### config.mk
export PLATFORM = sky130hd
export DESIGN_NAME = piso_stream
export DESIGN_NICKNAME = d
export VERILOG_FILES = /design/src/rtl/piso_stream.sv
export SDC_FILE = /design/constraint.sdc
export NUM_CORES = 1
export LEC_CHECK = 0
export ABC_CLOCK_PERIOD_IN_PS = 3300
export BUFFER_PORTS_ARGS = -buffer_cell sky130_fd_sc_hd__buf_2
export CORE_UTILIZATION = 58
export CTS_CLUSTER_SIZE = 24
export DETAILED_ROUTE_END_ITERATION = 10
export GPL_TIMING_DRIVEN = 0
export PLACE_DENSITY_LB_ADDON = 0.1
export REMOVE_ABC_BUFFERS = 1
export SLEW_MARGIN = 20
export SYNTH_ARGS = -nofsm -noshare
export SYNTH_HDL_FRONTEND = slang
export SYNTH_SLANG_ARGS = --single-unit
### constraint.sdc
create_clock -name clk -period 3.3 [get_ports clk]
set_input_delay 0.66 -clock clk [delete_from_list [all_inputs] [get_ports clk]]
set_output_delay 0.66 -clock clk [all_outputs]
set_load 0.01 [all_outputs]
### src/rtl/piso_stream.sv
`default_nettype none
// ============================================================================
// Module      : piso_stream
// Description : Parallel-in / serial-out streaming serialiser. A DATA_W shift
//               register with a bit counter is backed by a one-entry holding
//               buffer so consecutive words stream with no idle cycle.
//               Optional feature macro: PISO_STREAM_PARITY_EN appends one
//               even-parity bit after the last data bit of every word.
// Revision    : 1.0 - initial release
// ============================================================================
module piso_stream #(
  parameter int DATA_W    = 8,
  parameter int MSB_FIRST = 0
) (
  input  logic              clk,
  input  logic              reset,
  input  logic [DATA_W-1:0] parallel_i,
  input  logic              valid_i,
  output logic              ready_o,
  output logic              serial_o,
  output logic              valid_o,
  input  logic              ready_i,
  output logic              last_o,
  output logic              empty_o
);

  localparam int c_CNT_W = $clog2(DATA_W + 1);
`ifdef PISO_STREAM_PARITY_EN
  localparam int c_NBITS = DATA_W + 1;
`else
  localparam int c_NBITS = DATA_W;
`endif
  localparam logic [c_CNT_W-1:0] c_LAST = c_CNT_W'(c_NBITS - 1);

  localparam logic [0:0] S_IDLE  = 1'b0;
  localparam logic [0:0] S_SHIFT = 1'b1;

  logic [0:0]        r_state;
  logic [0:0]        w_state_nxt;
  logic [DATA_W-1:0] r_shift;
  logic [DATA_W-1:0] r_hold;
  logic              r_hold_full;
  logic [c_CNT_W-1:0] r_cnt;

  logic              w_accept;
  logic              w_consume;
  logic              w_at_last;
  logic              w_done;
  logic              w_load;
  logic              w_to_hold;
  logic              w_data_bit;
  logic              w_bit;
  logic [DATA_W-1:0] w_shift_nxt;

  assign w_accept  = valid_i & ready_o;
  assign w_consume = valid_o & ready_i;
  assign w_at_last = (r_cnt == c_LAST);
  assign w_done    = w_consume & w_at_last;
  // The shifter is (re)loaded when it is empty and a word arrives, or when its
  // last bit leaves and something is waiting (buffered word or a new accept).
  assign w_load    = ((r_state == S_IDLE) & w_accept) | (w_done & (r_hold_full | w_accept));
  // An accepted word goes straight to the shifter only if the shifter is loaded
  // from parallel_i this cycle; otherwise it lands in the holding buffer.
  assign w_to_hold = w_accept & ~(w_load & ~r_hold_full);

  generate
    if (MSB_FIRST != 0) begin : g_msb_first
      assign w_data_bit  = r_shift[DATA_W-1];
      assign w_shift_nxt = {r_shift[DATA_W-2:0], 1'b0};
    end else begin : g_lsb_first
      assign w_data_bit  = r_shift[0];
      assign w_shift_nxt = {1'b0, r_shift[DATA_W-1:1]};
    end
  endgenerate

`ifdef PISO_STREAM_PARITY_EN
  logic r_par;
  logic r_hold_par;

  // Parity travels alongside each word so the shifter and buffer stay in step.
  always_ff @(posedge clk) begin
    if (reset) begin
      r_par      <= 1'b0;
      r_hold_par <= 1'b0;
    end else begin
      if (w_load) begin
        r_par <= r_hold_full ? r_hold_par : ^parallel_i;
      end
      if (w_to_hold) begin
        r_hold_par <= ^parallel_i;
      end
    end
  end

  assign w_bit = (r_cnt == c_CNT_W'(DATA_W)) ? r_par : w_data_bit;
`else
  assign w_bit = w_data_bit;
`endif

  // State register.
  always_ff @(posedge clk) begin
    if (reset) begin
      r_state <= S_IDLE;
    end else begin
      r_state <= w_state_nxt;
    end
  end

  // Next-state logic: leave SHIFT only when nothing follows the final bit.
  always_comb begin
    w_state_nxt = r_state;
    case (r_state)
      S_IDLE:  if (w_accept) w_state_nxt = S_SHIFT;
      S_SHIFT: if (w_done && !r_hold_full && !w_accept) w_state_nxt = S_IDLE;
      default: w_state_nxt = S_IDLE;
    endcase
  end

  // Outputs are decoded from registered state only.
  always_comb begin
    valid_o  = (r_state == S_SHIFT);
    last_o   = valid_o & w_at_last;
    serial_o = valid_o & w_bit;
    ready_o  = ~r_hold_full;
    empty_o  = (r_state == S_IDLE) & ~r_hold_full;
  end

  // Shifter, counter and holding buffer; the shifter freezes while stalled.
  always_ff @(posedge clk) begin
    if (reset) begin
      r_shift     <= '0;
      r_hold      <= '0;
      r_hold_full <= 1'b0;
      r_cnt       <= '0;
    end else begin
      if (w_load) begin
        r_shift <= r_hold_full ? r_hold : parallel_i;
        r_cnt   <= '0;
      end else if (w_consume) begin
        r_shift <= w_shift_nxt;
        r_cnt   <= w_at_last ? '0 : r_cnt + 1'b1;
      end

      if (w_to_hold) begin
        r_hold      <= parallel_i;
        r_hold_full <= 1'b1;
      end else if (w_load && r_hold_full) begin
        r_hold_full <= 1'b0;
      end
    end
  end

endmodule
`default_nettype wire

After elaboration in Yosys (flattened, before gate mapping)
Cells that the tools add are included.
W data, S select, Z words.
{ "op_classes": {"n_div": 0, "muxes": 9, "n_reduce_logical": 8, "multipliers": 0, "shift": 0, "order_cmp": 0, "n_bitwise": 15, "n_addsub": 1, "n_eq_ne": 1} }
{ "op_table": {"columns": ["operator", "n"], "rows": [
  ["$mux W8", 3],
  ["$and A1 B1 Y1", 10],
  ["$add A4 B1 Y4 const B", 1],
  ["$eq A4 B3 Y1 const B", 1],
  ["$mux W1", 4],
  ["$mux W4", 1],
  ["$reduce_bool A2 Y1", 2],
  ["$logic_and A1 B1 Y1", 3],
  ["$not A1 Y1", 3],
  ["$logic_not A1 Y1", 2],
  ["$or A1 B1 Y1", 2],
  ["$pmux W1 S2", 1],
  ["$reduce_or A2 Y1", 1]
]} }
{ "word_totals": {"regBits": 22, "mem_count": 0, "input_bits": 12, "latch_bits": 0, "word_cells": 39, "rom_bits": 0, "ram_bits": 0} }

Logic depth before layout (Yosys ltp)
Gate-level depths: netlist (run 1).
{ "depth": {"ltp_word": 9, "ltp_mapped": 6, "depth_no_buf": 5} }

Worst setup path after synthesis (run 1)
No wires, ideal clock.
{ "synth_timing": {"path_kind": "input to register", "startpoint": "input port valid_i", "endpoint": "register r_shift[4]", "arrival_ns": 1.589, "path_stages": 5, "required_ns": 3.175, "setup_ns": 0.125, "setup_slack_ns": 1.586, "path_buffers": 1, "path_cell_list": "buf_2 or2_2 a31oi_2 nand2_1 o2bb2ai_1"} }
{ "synth_via": {"elab_chain_cells": 5, "elab_cells_between_ends": 7} }
{ "synth_rtl": {"columns": ["item", "line_no", "text"], "rows": [
  ["from (decl)", "18", "input logic valid_i,"],
  ["$and A1 B1 Y1 *", "55", "assign w_accept = valid_i & ready_o;"],
  ["$or A1 B1 Y1", "61", "assign w_load = ((r_state == S_IDLE) & w_accept) | (w_done & (r_hold_full | w_accept));"],
  ["$and A1 B1 Y1", "61", null],
  ["$or A1 B1 Y1 *", "61", null],
  ["$mux W8 or $reduce_bool A2 Y1 (tied branches)", null, null],
  ["to (signal assigned)", "137", "r_shift <= r_hold_full ? r_hold : parallel_i;"],
  ["to (signal assigned)", "140", "r_shift <= w_shift_nxt;"],
  ["to (decl)", "40", "logic [DATA_W-1:0] r_shift;"]
]} }
Every way passes the cells marked *; elsewhere a longest branch is shown, timed or not.
A chain may end at the register's enable or synchronous reset.

Worst setup path after layout (run 1)
{ "layout_timing": {"startpoint": "register r_hold_full", "endpoint": "output port empty_o"} }
{ "layout_via": {"elab_chain_cells": 2} }
{ "layout_rtl": {"columns": ["item", "line_no", "text"], "rows": [
  ["from (decl)", "42", "logic r_hold_full;"],
  ["from (signal assigned)", "133", "r_hold_full <= 1'b0;"],
  ["from (signal assigned)", "146", "r_hold_full <= 1'b1;"],
  ["from (signal assigned)", "148", "r_hold_full <= 1'b0;"],
  ["$not A1 Y1", "125", "empty_o = (r_state == S_IDLE) & ~r_hold_full;"],
  ["$and A1 B1 Y1", "125", null],
  ["to (decl)", "24", "output logic empty_o"]
]} }
No other way between the ends.

==> run_results.csv, run 1 <==
group,metric,value,unit
floorplanning,start_util,0.6270,
setup_path,critical_path_arrival,1.48,ns
cts,hold_buffers,0,
final_layout,fillCellCount,158,
drt,routed-via-count,870,
yosys,yosysUniqueCellTypes,32,
yosys,synth-seq-cells,22,
global_route,antenna_found_initial,0,
sta,setup_viol,0,
yosys,synth_fa_ha_area_frac,0.01131,
setup_path,critPathLaunch,"r_hold_full$_SDFFE_PP0P_",
final_layout,drive_gt1_frac,0.1838,
yosys,synth_compound_area_frac,0.1719,
final_layout,num_antenna_cells,0,
global_route,grt_overflow_total,0,
power,powerDensity,481.4,mW/mm^2
placement,place_inst,157,
power,power,0.5957,mW
placement,io_buffers,16,
floorplanning,core,0.001764,mm^2
floorplanning,die-area,0.002086,mm^2
final_layout,nets,150,
cts,post_cts_buffers,0,
drt,vias_per_cell,5.404,
floorplanning,dieHeight,45.67,um
floorplanning,ios,17,
floorplanning,fp-row-count,15,
global_route,grtUsageTotal,0.2207,
cts,clkTransAtPathRegs,0.13,ns
setup_path,crit_fanout,21,
final_layout,multi_input_area,599.3,um^2
drt,first_pass_iters,3,
drt,wire_per_inst,12.56,um
min_path,min_from,"r_hold[6]$_SDFFE_PP0P_",
sta,slew_headroom,0.5543,
cts,clk_latency,0.30,ns
sta,post-route-period-util,0.6478,
yosys,synth_area,0.001106,mm^2
placement,pre_cts_ws,1.183,ns
drt,ant_nets,0,
global_route,grt_max_degree,23,
cts,clockBufferDepth,2,
sta,timing.fmax,467.8,MHz
power,leakagePower,0.4860,nW
floorplanning,die_w,45.67,um
final_layout,fin_area,0.001237,mm^2
yosys,synth_xor_area_frac,0.02376,
sta,tightest_slew,0.6677,ns
setup_path,end_kind,"primary output",
yosys,yosys.area_share.simple,0.1900,
placement,hpwl,1.399,mm
yosys,ys_seq_area_frac,0.3982,
sta,fin_crit,2.138,ns
min_path,hold_path.class,"flop to flop",
yosys,synth_mux_area_frac,0.1448,
power,vdd_drop_max,0.3021,mV
sta,finalWorstSetupSlack,1.162,ns
sta,clock_skew,0.006140,ns
cts,cts_htree_levels,1,
global_route,grt_pass1_wl,3.291,mm
drt,routed_wl,2.022,mm
drt,route.detailed.drc,0,
yosys,synth.avg_cell_area,8.992,um^2
final_layout,layout.cells.non_filler,161,
yosys,yosysWarnings,0,
setup_path,cp.required,2.64,ns
setup_path,cp-start-kind,"flop",
sta,rsz0062_at_grt,"false",
global_route,grt_pass1_vias,765,
cts,cts_made_buffers,3,
sta,finalHoldViolCount,0,
cts,cts_tree,"built",
cts,root_buffer,"clkbuf_4",
yosys,synth_top_family_by_area,"simple AND/OR/NAND/NOR gates",
job,drv_cap,0,
drt,drt_iter0_drc,10,
cts,cts_sinks,22,
final_layout,area_delta_synth_final,11.88,%
sta,slew_viol_final,0,
yosys,syn_inst,123,
placement,postPlaceCellArea,0.001185,mm^2
status,status,"complete, no violations",
placement,gp_congestion,0.7354,
setup_path,r2r_start,"r_hold_full$_SDFFE_PP0P_",
final_layout,ff_latch_area,440.4,um^2
sta,tns,0,ns
cts,cts_resized,0,
setup_path,path_class,"flop to primary output",
Yosys cell counts:
cell type,number,share of area
or2_2,1,0.0057
mux2i_1,16,0.14
or3_1,1,0.0057
and3b_4,1,0.011
o2bb2ai_1,7,0.055
nor3_1,2,0.0091
nand2b_1,1,0.0057
nand3b_1,1,0.0068
o21ai_0,2,0.0091
dfxtp_1,22,0.40
a221oi_1,7,0.055
nor4_1,2,0.011
a31oi_2,1,0.011
and2_4,1,0.0079
inv_1,9,0.031
o21a_1,1,0.0068
a211oi_4,1,0.018
nor2_1,16,0.054
buf_1,2,0.0068
ha_1,1,0.011
a21oi_1,2,0.0091
a21o_1,1,0.0068
nor2b_1,1,0.0057
nor3b_1,1,0.0068
nand2_1,11,0.037
nand4_1,1,0.0057
clkbuf_1,2,0.0068
buf_2,2,0.0091
xnor2_1,1,0.0079
xor2_1,2,0.016
buf_4,1,0.0068
and2_1,3,0.017
per-layer routing:
metal	global-route usage	part of all wire	vias up	wire [um]
met2	0.3829	0.47	10	942
li1	-	-	458	-
met5	0	0	-	0
met4	0.09091	0.0064	0	13
met3	0.02381	0.015	2	30
met1	0.2745	0.51	400	1035
path summary, 6_finish.rpt:
path              slack [ns]                     end  depth (start not counted)
setup / recovery        1.16                 empty_o                          2
hold / removal          0.51  r_hold[6]$_SDFFE_PP0P_                          2
setup reg to reg        1.44  r_hold[5]$_SDFFE_PP0P_                          4
hold reg to reg         0.51  r_hold[6]$_SDFFE_PP0P_                          2
area by class of cell:
| class | instances | area share |
|---|---|---|
| multi-input cells | 85 | 0.4843 |
| flip-flops and latches | 22 | 0.3559 |
| repair buffers | 16 | 0.06471 |
| inverters | 9 | 0.02730 |
| well taps | 25 | 0.02528 |
| clock inverters | 1 | 0.02427 |
| clock buffers | 3 | 0.01820 |
worst max-delay path, cell delays in order, from the launching register on:
cell	delay, ns
dfxtp_1	0.77
nor2_1	0.21
buf_2	0.19
metrics by stage:
| stage | hold WS, ns | util |
|---|---|---|
| global placement | 0.4731 | 0.6716 |
| floorplan | 0.4553 | - |
| global route | 0.5309 | 0.7014 |
| detailed placement | 0.4868 | 0.6716 |
| CTS | 0.5149 | 0.7014 |
| finish | 0.5127 | 0.7014 |
power breakdown:
| part | internal (mW) | switching (mW) | total, mW |
|---|---|---|---|
| registers | 0.284 | 0.0142 | 0.298 |
| clock network | 0.123 | 0.0815 | 0.204 |
| logic | 0.0425 | 0.0507 | 0.0931 |
layout by cell type (no fill, tap or decap):
master,instances
a211oi_4,1
a21o_1,1
a21oi_1,2
a221oi_1,7
a31oi_2,1
and2_1,3
and2_4,1
and3b_4,1
buf_2,16
bufinv_16,1
clkbuf_4,3
dfxtp_1,22
ha_1,1
inv_1,9
mux2i_1,16
nand2_1,11
nand2b_1,1
nand3b_1,1
nand4_1,1
nor2_1,16
nor2b_1,1
nor3_1,2
nor3b_1,1
nor4_1,2
o21a_1,1
o21ai_0,2
o2bb2ai_1,7
or2_2,1
or3_1,1
xnor2_1,1
xor2_1,2
cells by family after synthesis:
logic type | count (synthesis)
and+or+nand+nor | 43
adders and majority gates | 1
AOI/OAI and AO/OA | 22
DFF | 22
muxes | 16
xor gates and xnor gates | 3
buffers and inverters | 16
state kept, by name, indices dropped and copies added, names as in the netlist:
| register | cells |
|---|---|
| r_shift | 8 |
| r_cnt | 4 |
| r_hold | 8 |
| r_hold_full | 1 |
| valid_o | 1 |
Power figures use the tool's default switching activity.
==> inputs of run 2 (changes only) <==
--- a/config.mk
+++ b/config.mk
@@ -5,9 +5,9 @@
 export SDC_FILE = /design/constraint.sdc
 export NUM_CORES = 1
 export LEC_CHECK = 0
-export ABC_CLOCK_PERIOD_IN_PS = 3300
+export ABC_CLOCK_PERIOD_IN_PS = 2000
 export BUFFER_PORTS_ARGS = -buffer_cell sky130_fd_sc_hd__buf_2
-export CORE_UTILIZATION = 58
+export CORE_UTILIZATION = 54
 export CTS_CLUSTER_SIZE = 24
 export DETAILED_ROUTE_END_ITERATION = 10
 export GPL_TIMING_DRIVEN = 0
==> constraint.sdc (replaced) <==
create_clock -name clk -period 2 [get_ports clk]
set_input_delay 0.4 -clock clk [delete_from_list [all_inputs] [get_ports clk]]
set_output_delay 0.4 -clock clk [all_outputs]
set_load 0.01 [all_outputs]
==> run_results.csv, run 2 (same netlist as run 1, synthesis figures left out) <==
group,metric,value,unit
setup_path,critical_path.max_stage_delay,0.77,ns
sta,finalHoldViolCount,0,
floorplanning,start_util,0.5696,
final_layout,final_cell_mix,"22 x dfxtp_1, 16 x nor2_1, 16 x mux2i_1, 16 x buf_2, 11 x nand2_1",
placement,hpwl,1.436,mm
global_route,antenna_found_initial,0,
final_layout,fillCellCount,173,
final_layout,area_delta_synth_final,12.10,%
cts,cts_made_buffers,3,
final_layout,drive_gt1_frac,0.1838,
cts,clk_latency,0.31,ns
final_layout,num_antenna_cells,0,
setup_path,cp.required,1.60,ns
power,powerDensity,797.0,mW/mm^2
floorplanning,die_w,47.26,um
floorplanning,fp-row-count,16,
setup_path,path_class,"flop to primary output",
sta,tns,0,ns
floorplanning,ios,17,
setup_path,r2r-end,"r_shift[4]$_SDFFE_PP0P_",
setup_path,cp-endpoint,"empty_o",
floorplanning,die-area,0.002233,mm^2
placement,postPlaceCellArea,0.001187,mm^2
job,drv_cap,0,
setup_path,cp_top_family,"flip-flops",
setup_path,end_kind,"primary output",
power,power,0.9882,mW
final_layout,ff_latch_area,440.4,um^2
setup_path,cp-start-kind,"flop",
sta,tightest_slew,0.6558,ns
sta,fin_crit,1.858,ns
setup_path,critical_path_arrival,1.46,ns
cts,cts_htree_levels,1,
floorplanning,dieHeight,47.26,um
cts,cts_sinks,22,
sta,timing.fmax,538.1,MHz
drt,vias_per_cell,5.387,
global_route,grt_overflow_total,0,
global_route,grtUsageTotal,0.1962,
placement,io_buffers,16,
cts,post_cts_buffers,0,
global_route,grt_max_degree,23,
floorplanning,core,0.001942,mm^2
setup_path,critPathLaunch,"r_hold_full$_SDFFE_PP0P_",
placement,place_inst,159,
setup_path,cp.depth,2,
drt,ant_nets,0,
sta,post-route-period-util,0.9291,
drt,wire_per_inst,12.50,um
final_layout,final_util,0.6385,
min_path,hold_path.class,"primary input to flop",
drt,routed-via-count,878,
drt,route.detailed.drc,0,
power,leakagePower,0.4860,nW
sta,rsz0062_at_grt,"false",
sta,slew_viol_final,0,
setup_path,r2r_setup_slack,0.21,ns
power,vdd_drop_max,0.4957,mV
cts,clockBufferDepth,2,
global_route,grt_pass1_vias,732,
final_layout,nets,150,
cts,cts_resized,0,
setup_path,crit_fanout,21,
setup_path,r2r_cells,4,
sta,slew_headroom,0.5622,
sta,setup_viol,0,
setup_path,r2r_start,"valid_o$_SDFF_PP0_",
global_route,grt_pass1_wl,3.042,mm
cts,clkTransAtPathRegs,0.13,ns
final_layout,top_regs,"r_hold (8), r_shift (8), r_cnt (4)",
drt,drt_iter0_drc,6,
final_layout,fin_area,0.001240,mm^2
setup_path,path_cells,"nor2_1 -> buf_2",
status,status,"complete, no violations",
placement,gp_congestion,0.8128,
cts,cts_tree,"built",
drt,first_pass_iters,4,
final_layout,multi_input_area,599.3,um^2
setup_path,cp_num_buf_inv,1,
cts,root_buffer,"clkbuf_4",
drt,routed_wl,2.037,mm
final_layout,layout_commonest_cell,"dfxtp_1",
setup_path,slowest_stage,"dfxtp_1",
final_layout,layout.cells.non_filler,163,
sta,clock_skew,0.002564,ns
[run 2: cell counts in the layout (fill, tap and decap cells not counted)]
No cell type changed its count.
[run 2: timing repair]
action	in CTS	in global routing
endpoints found under the hold margin	0	0
setup endpoints to repair	0	1
hold buffers	0	0
[run 2: layout make-up]
| type | count | share of cell area |
|---|---|---|
| clock inverters | 1 | 0.02422 |
| well taps | 27 | 0.02725 |
| clock buffers | 3 | 0.01816 |
| flip-flops and latches | 22 | 0.3552 |
| multi-input cells | 85 | 0.4834 |
| repair buffers | 16 | 0.06458 |
| inverters | 9 | 0.02725 |
[run 2: metrics by stage]
step	hold slack, ns	setup slack [ns]
detailed placement	0.4868	0.1339
finish	0.3377	0.1417
global route	0.3331	0.01796
global placement	0.4727	0.1604
CTS	0.3338	0.1328
floorplan	0.4553	0.4335
[run 2: how the worst min path moves through the flow]
| stage | start | endpoint | slack [ns] | cells after the start |
|---|---|---|---|---|
| after floorplan | r_shift[7]$_SDFFE_PP0P_ | r_shift[7]$_SDFFE_PP0P_ | 0.46 | 2 |
| after global placement | r_hold[2]$_SDFFE_PP0P_ | r_hold[2]$_SDFFE_PP0P_ | 0.47 | 2 |
| after detailed placement | r_hold[7]$_SDFFE_PP0P_ | r_hold[7]$_SDFFE_PP0P_ | 0.49 | 2 |
| after CTS | parallel_i[7] | r_hold[7]$_SDFFE_PP0P_ | 0.33 | 3 |
| after global routing | parallel_i[3] | r_hold[3]$_SDFFE_PP0P_ | 0.33 | 3 |
| final | parallel_i[7] | r_hold[7]$_SDFFE_PP0P_ | 0.34 | 3 |
[run 2: worst reg2reg max path, delay by kind of cell, from the launching register on]
| kind | cells | cell delay, ns |
|---|---|---|
| simple gates | 3 | 1.10 |
| flops | 1 | 0.46 |
| compound gates | 1 | 0.11 |
[run 2: report_power, final]
group	total (mW)	internal [mW]	switching, mW
logic	0.153	0.0701	0.0833
clock network	0.342	0.203	0.140
registers	0.493	0.469	0.0236
total	0.988	0.742	0.247
[run 2: routing by layer]
layer	wire [um]	vias to the layer above	track usage	share of wire
li1	-	458	-	-
met1	970	401	0.2541	0.48
met2	995	15	0.3096	0.49
met3	45	4	0.04615	0.022
met4	25	0	0.08571	0.012
met5	0	-	0	0
==> inputs of run 3 (changes only) <==
--- a/config.mk
+++ b/config.mk
@@ -6,14 +6,14 @@
 export NUM_CORES = 1
 export LEC_CHECK = 0
 export ABC_CLOCK_PERIOD_IN_PS = 2000
-export BUFFER_PORTS_ARGS = -buffer_cell sky130_fd_sc_hd__buf_2
+export BUFFER_PORTS_ARGS = -buffer_cell sky130_fd_sc_hd__buf_4
+export CORE_ASPECT_RATIO = 1.25
 export CORE_UTILIZATION = 54
 export CTS_CLUSTER_SIZE = 24
 export DETAILED_ROUTE_END_ITERATION = 10
 export GPL_TIMING_DRIVEN = 0
 export PLACE_DENSITY_LB_ADDON = 0.1
 export REMOVE_ABC_BUFFERS = 1
-export SLEW_MARGIN = 20
 export SYNTH_ARGS = -nofsm -noshare
 export SYNTH_HDL_FRONTEND = slang
 export SYNTH_SLANG_ARGS = --single-unit
==> run_results.csv, run 3 (same netlist as run 1, synthesis figures left out) <==
group,metric,value,unit
drt,routed_wl,1.991,mm
drt,drt_iter0_drc,11,
cts,cts_resized,0,
cts,cts_made_buffers,3,
power,leakagePower,0.4917,nW
cts,cts_htree_levels,1,
global_route,antenna_found_initial,0,
floorplanning,fp-row-count,17,
global_route,grt_pass1_vias,784,
power,powerDensity,722.3,mW/mm^2
sta,finalHoldViolCount,0,
setup_path,end_kind,"primary output",
sta,clock_skew,0.002913,ns
placement,io_buffers,16,
setup_path,path_class,"flop to primary output",
floorplanning,die-area,0.002234,mm^2
drt,ant_nets,0,
power,vdd_drop_max,0.4668,mV
cts,cts_tree,"built",
floorplanning,core,0.001851,mm^2
placement,hpwl,1.429,mm
sta,whs,0.3214,ns
final_layout,nets,150,
floorplanning,die_w,42.48,um
final_layout,top_regs,"r_hold (8), r_shift (8), r_cnt (4)",
floorplanning,dieHeight,52.60,um
cts,hold_buffers,0,
drt,vias_per_cell,5.606,
placement,place_inst,151,
job,drv_cap,0,
global_route,grtUsageTotal,0.2033,
sta,finalWorstSetupSlack,0.1168,ns
final_layout,final_cell_mix,"22 x dfxtp_1, 16 x nor2_1, 16 x mux2i_1, 16 x buf_4, 11 x nand2_1",
final_layout,multi_input_area,599.3,um^2
cts,clockBufferDepth,2,
sta,tns,0,ns
placement,pre_cts_ws,0.1223,ns
sta,rsz0062_at_grt,"false",
cts,clk_latency,0.31,ns
final_layout,ff_latch_area,440.4,um^2
drt,route.detailed.drc,0,
min_path,hold_path.class,"primary input to flop",
sta,setup_viol,0,
global_route,grt_pass1_wl,3.443,mm
final_layout,final_util,0.6775,
setup_path,cp-start-kind,"flop",
setup_path,cp.required,1.60,ns
global_route,grt_overflow_total,0,
drt,wire_per_inst,12.85,um
cts,root_buffer,"clkbuf_4",
final_layout,fillCellCount,153,
drt,routed-via-count,869,
final_layout,layout_commonest_cell,"dfxtp_1",
final_layout,fin_area,0.001254,mm^2
sta,timing.fmax,531.0,MHz
cts,clkTransAtPathRegs,0.12,ns
final_layout,layout.cells.non_filler,155,
setup_path,critical_path_arrival,1.48,ns
cts,post_cts_buffers,0,
sta,post-route-period-util,0.9416,
sta,fin_crit,1.883,ns
setup_path,crit_fanout,21,
final_layout,num_antenna_cells,0,
global_route,grt_max_degree,23,
final_layout,area_delta_synth_final,13.35,%
final_layout,drive_gt1_frac,0.1838,
sta,slew_viol_final,0,
sta,tightest_slew,0.6858,ns
floorplanning,ios,17,
power,power,0.9056,mW
cts,cts_sinks,22,
placement,postPlaceCellArea,0.001217,mm^2
status,status,"complete, no violations",
sta,slew_headroom,0.5422,
placement,gp_congestion,0.7868,
drt,first_pass_iters,4,
floorplanning,start_util,0.5977,
## run 3: changes by cell type in the layout (fill, tap and decap cells not counted), sizes merged
cell and delta:
bufinv -1, clkbuf +1
## run 3: path summary, 6_finish.rpt
path | from | to | slack (ns) | cells past startpoint
hold / removal | parallel_i[0] | r_hold[0]$_SDFFE_PP0P_ | 0.32 | 3
setup reg to reg | valid_o$_SDFF_PP0_ | r_shift[4]$_SDFFE_PP0P_ | 0.17 | 4
setup / recovery | r_hold_full$_SDFFE_PP0P_ | empty_o | 0.12 | 2
hold reg to reg | r_shift[7]$_SDFFE_PP0P_ | r_shift[7]$_SDFFE_PP0P_ | 0.51 | 2
## run 3: power by group
part           internal [mW]  switching [mW]
Sequential             0.469          0.0231
Combinational         0.0793          0.0825
Clock                  0.111           0.140
## run 3: final cells by class
class,count,share of cell area
tap,19,0.01896
multi-input combinational,85,0.4780
sequential,22,0.3513
clock buffer,4,0.02894
timing repair buffer,16,0.09581
inverter,9,0.02695
## run 3: critical path, stage by stage (launching register included)
cell and delay [ns]:
dfxtp_1 0.78, nor2_1 0.19, buf_4 0.19
## run 3: routing by layer
metal / vias to the layer above / GRT usage / share of wire
met1: 392 / 0.2596 / 0.49
met4: 0 / 0.07813 / 0.016
met5: - / 0 / 0
li1: 457 / - / -
met3: 5 / 0.04138 / 0.030
met2: 15 / 0.3359 / 0.46
